**config.mk**
```make
export PLATFORM = sky130hd
export DESIGN_NAME = apb_spi_slave_fifo
export DESIGN_NICKNAME = d
export VERILOG_FILES = /design/src/rtl/apb_spi_slave_fifo.sv
export SDC_FILE = /design/constraint.sdc
export NUM_CORES = 1
export LEC_CHECK = 0
export CAP_MARGIN = 15
export CORE_ASPECT_RATIO = 2
export CORE_UTILIZATION = 45
export CTS_BUF_LIST = sky130_fd_sc_hd__clkbuf_2 sky130_fd_sc_hd__clkbuf_4 sky130_fd_sc_hd__clkbuf_8
export CTS_CLUSTER_SIZE = 12
export DETAILED_ROUTE_END_ITERATION = 10
export PLACE_DENSITY_LB_ADDON = 0.1
export SYNTH_ARGS = -nofsm -noshare
export SYNTH_HDL_FRONTEND = slang
export SYNTH_SLANG_ARGS = --single-unit
```
**constraint.sdc**
```tcl
create_clock -name PCLK -period 4.1 [get_ports PCLK]
set_input_delay 0.615 -clock PCLK [delete_from_list [all_inputs] [get_ports PCLK]]
set_output_delay 0.615 -clock PCLK [all_outputs]
set_load 0.01 [all_outputs]
```
**src/rtl/apb_spi_slave_fifo.sv**
```systemverilog
// APB-programmable SPI slave with parametrised frame width, TX/RX FIFOs,
// all four CPOL/CPHA modes, sticky error flags and a maskable interrupt.
module apb_spi_slave_fifo #(
  parameter int DATA_WIDTH  = 8,
  parameter int FIFO_DEPTH  = 4,
  parameter int SYNC_STAGES = 2
) (
  input  logic        PCLK,
  input  logic        PRESETN,
  input  logic        PSEL,
  input  logic        PENABLE,
  input  logic        PWRITE,
  input  logic [3:0]  PADDR,
  input  logic [31:0] PWDATA,
  output logic [31:0] PRDATA,
  input  logic        s_sck,
  input  logic        s_ss,
  input  logic        s_mosi,
  output logic        s_miso,
  output logic        s_miso_oe,
  output logic        interrupt,
  output logic        rx_data_ready,
  output logic        tx_reg_empty
);
  localparam int DW = DATA_WIDTH;
  localparam int AW = $clog2(FIFO_DEPTH);
  localparam int CW = AW + 1;
  localparam int BW = $clog2(DATA_WIDTH + 1);

  logic [SYNC_STAGES-1:0] r_sck_s;
  logic [SYNC_STAGES-1:0] r_ss_s;
  logic [SYNC_STAGES-1:0] r_mosi_s;
  logic                   r_sck_d;
  logic                   r_ss_d;
  logic [7:0]             r_ctrl;
  logic [2:0]             r_flags;
  logic                   r_irq;
  logic [DW-1:0]          r_tx_mem [FIFO_DEPTH];
  logic [DW-1:0]          r_rx_mem [FIFO_DEPTH];
  logic [AW-1:0]          r_tx_wp;
  logic [AW-1:0]          r_tx_rp;
  logic [AW-1:0]          r_rx_wp;
  logic [AW-1:0]          r_rx_rp;
  logic [CW-1:0]          r_tx_cnt;
  logic [CW-1:0]          r_rx_cnt;
  logic [DW-1:0]          r_tx_sr;
  logic [DW-1:0]          r_rx_sr;
  logic [BW-1:0]          r_cnt;
  logic                   r_done;
  logic                   r_miso;

  logic w_en, w_cpol, w_cpha, w_lsb;
  logic [3:0] w_ie;
  logic w_sck, w_ss, w_mosi;
  logic w_wr, w_rd, w_wr_ctrl, w_wr_stat, w_wr_tx, w_rd_rx;
  logic w_flush, w_sck_chg, w_lead, w_trail, w_act;
  logic w_ss_fall, w_ss_rise, w_sample, w_shift, w_load, w_done;
  logic w_tx_empty, w_tx_full, w_rx_empty, w_rx_full;
  logic w_tx_push, w_tx_pop, w_rx_push, w_rx_pop;
  logic [DW-1:0] w_tx_word;
  logic [2:0] w_set, w_clr;
  logic [31:0] w_status;
  logic w_unused;

  assign w_en   = r_ctrl[0];
  assign w_cpol = r_ctrl[1];
  assign w_cpha = r_ctrl[2];
  assign w_lsb  = r_ctrl[3];
  assign w_ie   = r_ctrl[7:4];

  assign w_sck  = r_sck_s[SYNC_STAGES-1];
  assign w_ss   = r_ss_s[SYNC_STAGES-1];
  assign w_mosi = r_mosi_s[SYNC_STAGES-1];

  assign w_wr      = PSEL & PENABLE & PWRITE;
  assign w_rd      = PSEL & PENABLE & ~PWRITE;
  assign w_wr_ctrl = w_wr & (PADDR[3:2] == 2'd0);
  assign w_wr_stat = w_wr & (PADDR[3:2] == 2'd1);
  assign w_wr_tx   = w_wr & (PADDR[3:2] == 2'd2);
  assign w_rd_rx   = w_rd & (PADDR[3:2] == 2'd3);
  assign w_flush   = w_wr_ctrl & w_en & ~PWDATA[0];

  assign w_sck_chg = w_sck ^ r_sck_d;
  assign w_lead    = w_sck_chg & (r_sck_d == w_cpol);
  assign w_trail   = w_sck_chg & (w_sck == w_cpol);
  assign w_act     = w_en & ~w_ss;
  assign w_ss_fall = w_en & r_ss_d & ~w_ss;
  assign w_ss_rise = w_en & ~r_ss_d & w_ss;
  assign w_sample  = w_act & ~r_done & (w_cpha ? w_trail : w_lead);
  // CPHA=0: the trailing edge closing a word must not shift the new word
  assign w_shift   = w_act & (w_cpha ? w_lead : (w_trail & (r_cnt != '0)));
  assign w_done    = r_done & ~w_flush;
  assign w_load    = ~w_flush & (w_ss_fall | (r_done & w_act));

  assign w_tx_empty = (r_tx_cnt == '0);
  assign w_tx_full  = (r_tx_cnt == CW'(FIFO_DEPTH));
  assign w_rx_empty = (r_rx_cnt == '0);
  assign w_rx_full  = (r_rx_cnt == CW'(FIFO_DEPTH));
  assign w_tx_push  = w_wr_tx & ~w_tx_full;
  assign w_tx_pop   = w_load & ~w_tx_empty;
  assign w_rx_push  = w_done & ~w_rx_full;
  assign w_rx_pop   = w_rd_rx & ~w_rx_empty;
  assign w_tx_word  = w_tx_empty ? '0 : r_tx_mem[r_tx_rp];

  assign w_set = {w_wr_tx & w_tx_full, w_load & w_tx_empty, w_done & w_rx_full};
  assign w_clr = w_wr_stat ? PWDATA[6:4] : 3'b000;

  assign w_unused = ^{PADDR[1:0], PWDATA};

  function automatic logic [DW-1:0] f_shl(input logic [DW-1:0] w,
                                          input logic lsb);
    return lsb ? (w >> 1) : (w << 1);
  endfunction

  function automatic logic f_first(input logic [DW-1:0] w,
                                   input logic lsb);
    return lsb ? w[0] : w[DW-1];
  endfunction

  always_ff @(posedge PCLK or negedge PRESETN) begin
    if (!PRESETN) begin
      r_sck_s  <= '0;
      r_ss_s   <= '0;
      r_mosi_s <= '0;
      r_sck_d  <= 1'b0;
      r_ss_d   <= 1'b0;
    end else begin
      r_sck_s  <= {r_sck_s[SYNC_STAGES-2:0], s_sck};
      r_ss_s   <= {r_ss_s[SYNC_STAGES-2:0], s_ss};
      r_mosi_s <= {r_mosi_s[SYNC_STAGES-2:0], s_mosi};
      r_sck_d  <= w_sck;
      r_ss_d   <= w_ss;
    end
  end

  always_ff @(posedge PCLK or negedge PRESETN) begin
    if (!PRESETN) begin
      r_ctrl  <= '0;
      r_flags <= '0;
      r_irq   <= 1'b0;
    end else begin
      if (w_wr_ctrl) r_ctrl <= PWDATA[7:0];
      r_flags <= (r_flags & ~w_clr) | w_set;
      r_irq   <= |(w_ie & {r_flags[1], r_flags[0], w_tx_empty, ~w_rx_empty});
    end
  end

  always_ff @(posedge PCLK or negedge PRESETN) begin
    if (!PRESETN) begin
      r_tx_wp  <= '0;
      r_tx_rp  <= '0;
      r_tx_cnt <= '0;
      for (int i = 0; i < FIFO_DEPTH; i++) r_tx_mem[i] <= '0;
    end else if (w_flush) begin
      r_tx_wp  <= '0;
      r_tx_rp  <= '0;
      r_tx_cnt <= '0;
    end else begin
      if (w_tx_push) begin
        r_tx_mem[r_tx_wp] <= PWDATA[DW-1:0];
        r_tx_wp <= r_tx_wp + AW'(1);
      end
      if (w_tx_pop) r_tx_rp <= r_tx_rp + AW'(1);
      r_tx_cnt <= r_tx_cnt + CW'(w_tx_push) - CW'(w_tx_pop);
    end
  end

  always_ff @(posedge PCLK or negedge PRESETN) begin
    if (!PRESETN) begin
      r_rx_wp  <= '0;
      r_rx_rp  <= '0;
      r_rx_cnt <= '0;
      for (int i = 0; i < FIFO_DEPTH; i++) r_rx_mem[i] <= '0;
    end else if (w_flush) begin
      r_rx_wp  <= '0;
      r_rx_rp  <= '0;
      r_rx_cnt <= '0;
    end else begin
      if (w_rx_push) begin
        r_rx_mem[r_rx_wp] <= r_rx_sr;
        r_rx_wp <= r_rx_wp + AW'(1);
      end
      if (w_rx_pop) r_rx_rp <= r_rx_rp + AW'(1);
      r_rx_cnt <= r_rx_cnt + CW'(w_rx_push) - CW'(w_rx_pop);
    end
  end

  always_ff @(posedge PCLK or negedge PRESETN) begin
    if (!PRESETN) begin
      r_tx_sr <= '0;
      r_rx_sr <= '0;
      r_cnt   <= '0;
      r_done  <= 1'b0;
      r_miso  <= 1'b0;
    end else if (w_flush) begin
      r_tx_sr <= '0;
      r_rx_sr <= '0;
      r_cnt   <= '0;
      r_done  <= 1'b0;
      r_miso  <= 1'b0;
    end else if (w_load) begin
      r_cnt  <= '0;
      r_done <= 1'b0;
      if (w_cpha) begin
        r_tx_sr <= w_tx_word;
      end else begin
        r_tx_sr <= f_shl(w_tx_word, w_lsb);
        r_miso  <= f_first(w_tx_word, w_lsb);
      end
    end else if (w_ss_rise | r_done) begin
      r_cnt  <= '0;
      r_done <= 1'b0;
    end else begin
      if (w_sample) begin
        r_rx_sr <= w_lsb ? {w_mosi, r_rx_sr[DW-1:1]}
                         : {r_rx_sr[DW-2:0], w_mosi};
        r_cnt   <= r_cnt + BW'(1);
        if (r_cnt == BW'(DW - 1)) r_done <= 1'b1;
      end
      if (w_shift) begin
        r_miso  <= f_first(r_tx_sr, w_lsb);
        r_tx_sr <= f_shl(r_tx_sr, w_lsb);
      end
    end
  end

  always_comb begin
    w_status = '0;
    w_status[0] = ~w_rx_empty;
    w_status[1] = w_rx_full;
    w_status[2] = w_tx_empty;
    w_status[3] = w_tx_full;
    w_status[6:4] = r_flags;
    w_status[8 +: CW] = r_rx_cnt;
    w_status[12 +: CW] = r_tx_cnt;
  end

  always_comb begin
    PRDATA = '0;
    if (PSEL) begin
      case (PADDR[3:2])
        2'd0: PRDATA[7:0] = r_ctrl;
        2'd1: PRDATA = w_status;
        2'd2: PRDATA = '0;
        2'd3: if (!w_rx_empty) PRDATA[DW-1:0] = r_rx_mem[r_rx_rp];
        default: PRDATA = '0;
      endcase
    end
  end

  assign s_miso        = r_miso;
  assign s_miso_oe     = w_en & ~w_ss;
  assign interrupt     = r_irq;
  assign rx_data_ready = ~w_rx_empty;
  assign tx_reg_empty  = w_tx_empty;

endmodule

```
# == After elaboration in Yosys (flattened, before gate mapping) ==
# Index checks and enable logic that the tools add are counted.
# op_classes
n_addsub,9
n_lt_le_gt_ge,6
n_eq_ne,12
n_mux,58
bitwise_logic,51
n_reduce_logical,21
# op_table
op,n
8-bit 2-to-1 mux,20
32-bit bitwise mux,2
8-bit binary-select mux with 2-bit select,2
8-bit demux with 2-bit select,2
32-bit 2-to-1 mux,1
8-bit case mux with 4 select lines,1
1-bit AND,30
2-bit 2-to-1 mux,8
4-bit 2-to-1 mux,4
1-bit 2-to-1 mux,14
"3-bit >= comparator, second input constant",4
2-bit inverter with 3-bit output,4
4-bit nonzero test,3
1-bit inverter,10
2-bit nonzero test,5
3-bit 2-to-1 mux,3
"2-bit by 1-bit adder with 2-bit output, second input constant",4
2-bit AND reduction,4
7-bit 2-to-1 mux,1
3-bit by 1-bit adder with 3-bit output,2
"3-bit equality test, second input constant",2
3-bit zero test,2
"3-bit by 1-bit less-than comparator with 1-bit output, second input constant",2
"3-bit != test, second input constant",2
18 further kinds,25
# word_totals
ff_bits,120
word_cells,184

# == Longest topological paths before layout ==
# depth
depth_word,11
depth_mapped,14
mapped_depth_nobuf,12

# == Worst setup path after synthesis ==
# OpenSTA, ideal clock, no wires.
# synth_timing
path_type,input to register
start,in PADDR[2]
end,reg r_rx_cnt[2]
setup_ns,0.132
arrival_ns,2.748
required_time_ns,3.968
path_slack_ns,1.220
cell_stages,14
n_path_buf,2
path_cell_list,buf_6 and4b_4 buf_6 and3_1 nor2_2 inv_1 ha_1 inv_1 ha_1 inv_1 fa_1 xor2_1 xnor2_1 nor2_1
# synth_between
elab_chain_cells,10
# synth_lines
item,line,text
start: declaration,13,"input logic [3:0] PADDR,"
2-bit zero test,77,assign w_wr_ctrl = w_wr & (PADDR[3:2] == 2'd0);
1-bit AND,77,
1-bit AND (2 in series),81,assign w_flush = w_wr_ctrl & w_en & ~PWDATA[0];
1-bit inverter (no source line),--,
1-bit AND,92,assign w_done = r_done & ~w_flush;
1-bit AND,101,assign w_rx_push = w_done & ~w_rx_full;
3-bit by 1-bit adder with 3-bit output,184,r_rx_cnt <= r_rx_cnt + CW'(w_rx_push) - CW'(w_rx_pop);
3-bit by 1-bit subtractor with 3-bit output,184,
3-bit 2-to-1 mux *,174,end else if (w_flush) begin
end signal: assignment,184,
end: declaration,45,logic [CW-1:0] r_rx_cnt;
# Mark *: on every way between the ends. The rest lies on a longest branch, timed or not.
# A chain may end at the register's enable or synchronous reset.

# == Final worst setup path ==
# layout_timing
start,reg r_tx_cnt[1]
end,out PRDATA[2]
# layout_between
elab_chain_cells,3
# layout_lines
item,line,text
start: declaration,44,logic [CW-1:0] r_tx_cnt;
start signal: assignment,164,r_tx_cnt <= r_tx_cnt + CW'(w_tx_push) - CW'(w_tx_pop);
3-bit zero test,95,assign w_tx_empty = (r_tx_cnt == '0);
8-bit case mux with 4 select lines,241,case (PADDR[3:2])
32-bit 2-to-1 mux,240,if (PSEL) begin
end: declaration,15,"output logic [31:0] PRDATA,"
# Every way passes these cells.

==> summary.md <==
| Metric | Value |
|---|---|
| Status | completed |
| Fin crit share | between 80% and 90% |
| Critical Path RT | 3.48 ns |
| Quantity of I/O buffers inserted on ports | 36 |
| Htree depth | 4 |
| Maximum clock frequency | 297 MHz |
| Final WS setup | about 0.73 ns |
| Internal power | 0.00275 W |
| Clock skew | ~0.014 ns |
| # DRC | 0 |
| Starting density of the core | 46.4% |
| Fillers | 1,179 |
| DIE WIDTH | ~86 um |
| Total Wirelength | about 15,000 um |
| Crit Path Class | flop to output pin |
| All-Layer GR Usage | between 20% and 30% |
| Post-Syn Instances | 510 |
| First drt pass iteration count | 5 |
| Asr flop ratio synth | between 90% and 100% |
| Unrepaired setup endpoints after global routing | false |
| Antenna violations before repair | 0 |
| Min Tclk post-route | about 3.4 ns |
| Placer Congestion | about 0.8 |
| CP peak stage delay | around 0.58 ns |
| FF-to-FF setup slack | 0.98 ns |
| Synth Flop Type | dfrtp_1 |
| Leakage | between 3 and 4 nW |
| Cts hold-fix bufs | 0 |
| Sequential group share of total power | 43.4% |
| Num rows | 60 |
| Vias in the first global route | 4,358 |
| Crit path launch type | flop |
| Dpl ws | around 0.52 ns |
| Final setup vio count | 0 |
| Seq/Total Area, Yosys | between 40% and 50% |
| Worst EP arrival | approximately 2.8 ns |
| RR Endpoint | r_tx_cnt[2] |
| Sw Pwr | ~0.0014 W |
| # clock sinks | 120 |
| Largest net degree at the start of global routing | 62 |
| Total CTS buffers | 17 |
| Reg clk slew, reported paths | approximately 0.080 ns |
| Worst path buffer plus inverter count | 3 |
| Switch share | between 30 and 40% |
| Die area | about 15,000 um^2 |
| Vias/cell | between 5 and 6 |
| I/O pin cnt | 81 |
| Mapped cell area | 6310 um^2 |
| Maxcap violations | 0 |
| Worst-Margin Slew | 1.03 ns |
| Crit path cell chain | or3_1 -> clkinv_1 -> buf_4 -> mux2i_1 -> o22ai_1 -> and2_1 -> clkdlybuf4s50_1 |
| Worst-path maximum fanout | 12 |
| Diodes inserted | 0 |
| Final HPWL DP | approximately 11,000 um |
| Post-CTS sizing | 0 |
| Reg-to-Reg Start | r_tx_cnt[1] |
| Post-synth EDFFs | 0 |
| Core area | approximately 14,000 um^2 |
| Relative slew slack | between 30% and 40% |
| First DRT Iteration DRCs | 156 |
| Root Driver | clkbuf_8 |
| Power Density | ~570 nW/um^2 |
| CP delay by family, top | buffers and inverters |
| First-pass GRT wire length | around 23,000 um |
| CP Capture Type | output pin |
| ANT nets after route | 0 |
| Distinct cells, synth | between 60 and 70 |
| CTS tree | done |
| Clock latency on the worst-skew pair | 0.44 ns |
| Post-CTS Setup Bufs | 0 |
| R2R depth | 11 |
| Syn Area/Cell | about 12 um^2 |
| Slew Limit Fails | 0 |
| DR WL/cell | about 20 um |
| TNS Setup | 0 ns |
| Crit path max-delay cell type | or3_1 |
| Final Hold Fails | 0 |
| Via count | between 4,000 and 5,000 |
| Die Ht | between 150 and 200 um |
| Area delta synth->final | 14.5% |
| GR Overflow Total | 0 |
| Clock Power Share | around 28% |
| Clock Tree Buf Depth | 2 |
| # nets final | about 600 |
| Max VDD drop | slightly above 0.3 mV |
| Yosys reg bits | 120 |
| Hold Crit Class | input port to asynchronous set/reset pin |
| Synth Warn # | 0 |
| Comb pwr share | between 20% and 30% |
| Layout cells sized above 1 | 26.7% |
-- cell type report --
cell class | count | area, um^2 | share of cell area, %
Clock buffer | 22 | 297 | 4.11
Sequential cell | 120 | 3000 | 41.6
Multi-Input combinational cell | 343 | 3010 | 41.7
Inverter | 25 | 93.8 | 1.30
Clock inverter | 10 | 143 | 1.98
Tap cell | 186 | 233 | 3.22
Timing Repair Buffer | 45 | 438 | 6.06
-- power by group through the flow --
| stage | sequential, W | clock (W) | combinational, W |
|---|---|---|---|
| 2_1_floorplan | 0.00163 | 0 | 0.000951 |
| 6_report | 0.00179 | 0.00116 | 0.00117 |
| 3_5_place_dp | 0.00181 | 0 | 0.00118 |
| 4_1_cts | 0.00179 | 0.00119 | 0.00119 |
| 3_3_place_gp | 0.00180 | 0 | 0.00115 |
| 5_1_grt | 0.00183 | 0.00124 | 0.00128 |
-- sequential cells by signal (all words and copies together), names as in the netlist, 2 cells and up --
| register | count |
|---|---|
| r_rx_sr | 8 |
| r_rx_mem | 32 |
| r_cnt | 4 |
| r_tx_sr | 8 |
| r_rx_rp | 2 |
| r_mosi_s | 2 |
| r_tx_cnt | 3 |
| r_rx_cnt | 3 |
| r_tx_mem | 32 |
| r_tx_rp | 2 |
| r_sck_s | 2 |
| r_ctrl | 8 |
| r_rx_wp | 2 |
| r_flags | 3 |
| r_ss_s | 2 |
| r_tx_wp | 2 |
-- cell usage in the layout (no fill, tap or decap), drive strengths merged, types with 3 or more instances in the layout --
master	n
nand3	5
conb	18
ha	14
a211oi	8
a21oi	6
clkdlybuf4s50	35
buf	10
nor3	4
clkinvlp	4
a2111oi	5
o22ai	8
o21ai	13
mux2	81
xnor2	8
bufinv	3
nand2	31
clkbuf	22
mux2i	25
and2	17
nor4	3
o2bb2ai	3
nor2	28
nor3b	3
nand2b	6
xor2	4
mux4	16
and3	4
inv	22
clkinv	6
dfrtp	120
a21o	3
-- stage by stage --
step | total power, W | hold WS, ns | utilization (%) | cell area [um^2] | std cells
floorplan | 0.00258 | 0.319 | - | 6370 | 527
global placement | 0.00295 | 0.334 | 49.9 | 6780 | 719
detailed placement | 0.00299 | 0.335 | 49.9 | 6780 | 719
CTS | 0.00417 | 0.284 | 53.1 | 7220 | 751
global route | 0.00435 | 0.310 | 53.1 | 7220 | 751
finish | 0.00412 | 0.260 | 53.1 | 7220 | 751
-- Yosys cell counts, drive strengths merged, types with 3 or more instances --
| library cell | number | area, um^2 |
|---|---|---|
| a2111oi | 5 | 76.3 |
| a211oi | 8 | 60.1 |
| a21o | 3 | 22.5 |
| a21oi | 6 | 30.0 |
| and2 | 17 | 106 |
| and3 | 4 | 25.0 |
| buf | 35 | 246 |
| clkbuf | 4 | 15.0 |
| clkinv | 3 | 11.3 |
| dfrtp | 120 | 3000 |
| ha | 14 | 175 |
| inv | 22 | 82.6 |
| mux2 | 81 | 916 |
| mux2i | 25 | 250 |
| mux4 | 16 | 379 |
| nand2 | 31 | 139 |
| nand2b | 6 | 37.5 |
| nand3 | 5 | 25.0 |
| nor2 | 28 | 108 |
| nor3 | 4 | 25.0 |
| nor3b | 3 | 22.5 |
| nor4 | 3 | 25.0 |
| o21ai | 13 | 65.1 |
| o22ai | 8 | 50.1 |
| o2bb2ai | 3 | 26.3 |
| xnor2 | 8 | 70.1 |
| xor2 | 4 | 35.0 |
-- metal layers --
metal | GRT usage [%] | wire length (um)
met5 | 0 | 0
met4 | 11.0 | 577
met3 | 4.09 | 439
met2 | 41.2 | 8320
met1 | 22.6 | 5420
-- cell families (layout without fill, tap and decap cells) --
kind of cell,Yosys count,count (layout),share of synthesized area [%]
simple gates,106,106,8.81
fa+ha+maj,16,16,3.41
mux,122,122,24.5
other cells,1,18,0.0594
buf+inv,64,102,5.63
xor+xnor,12,12,1.67
compound gates,69,69,8.33
flops,120,120,47.6
-- how the worst max path moves through the flow --
stage / start / endpoint / slack, ns / cells past startpoint
floorplan: PADDR[2] / r_rx_cnt[2] / 1.22 / 14
global placement: PADDR[3] / r_rx_cnt[2] / 0.56 / 12
detailed placement: PADDR[3] / r_rx_cnt[2] / 0.52 / 12
CTS: r_tx_cnt[1] / PRDATA[2] / 0.69 / 7
global route: r_tx_cnt[1] / PRDATA[2] / 0.60 / 7
finish: r_tx_cnt[1] / PRDATA[2] / 0.73 / 7
Power figures use the tool's default switching activity.
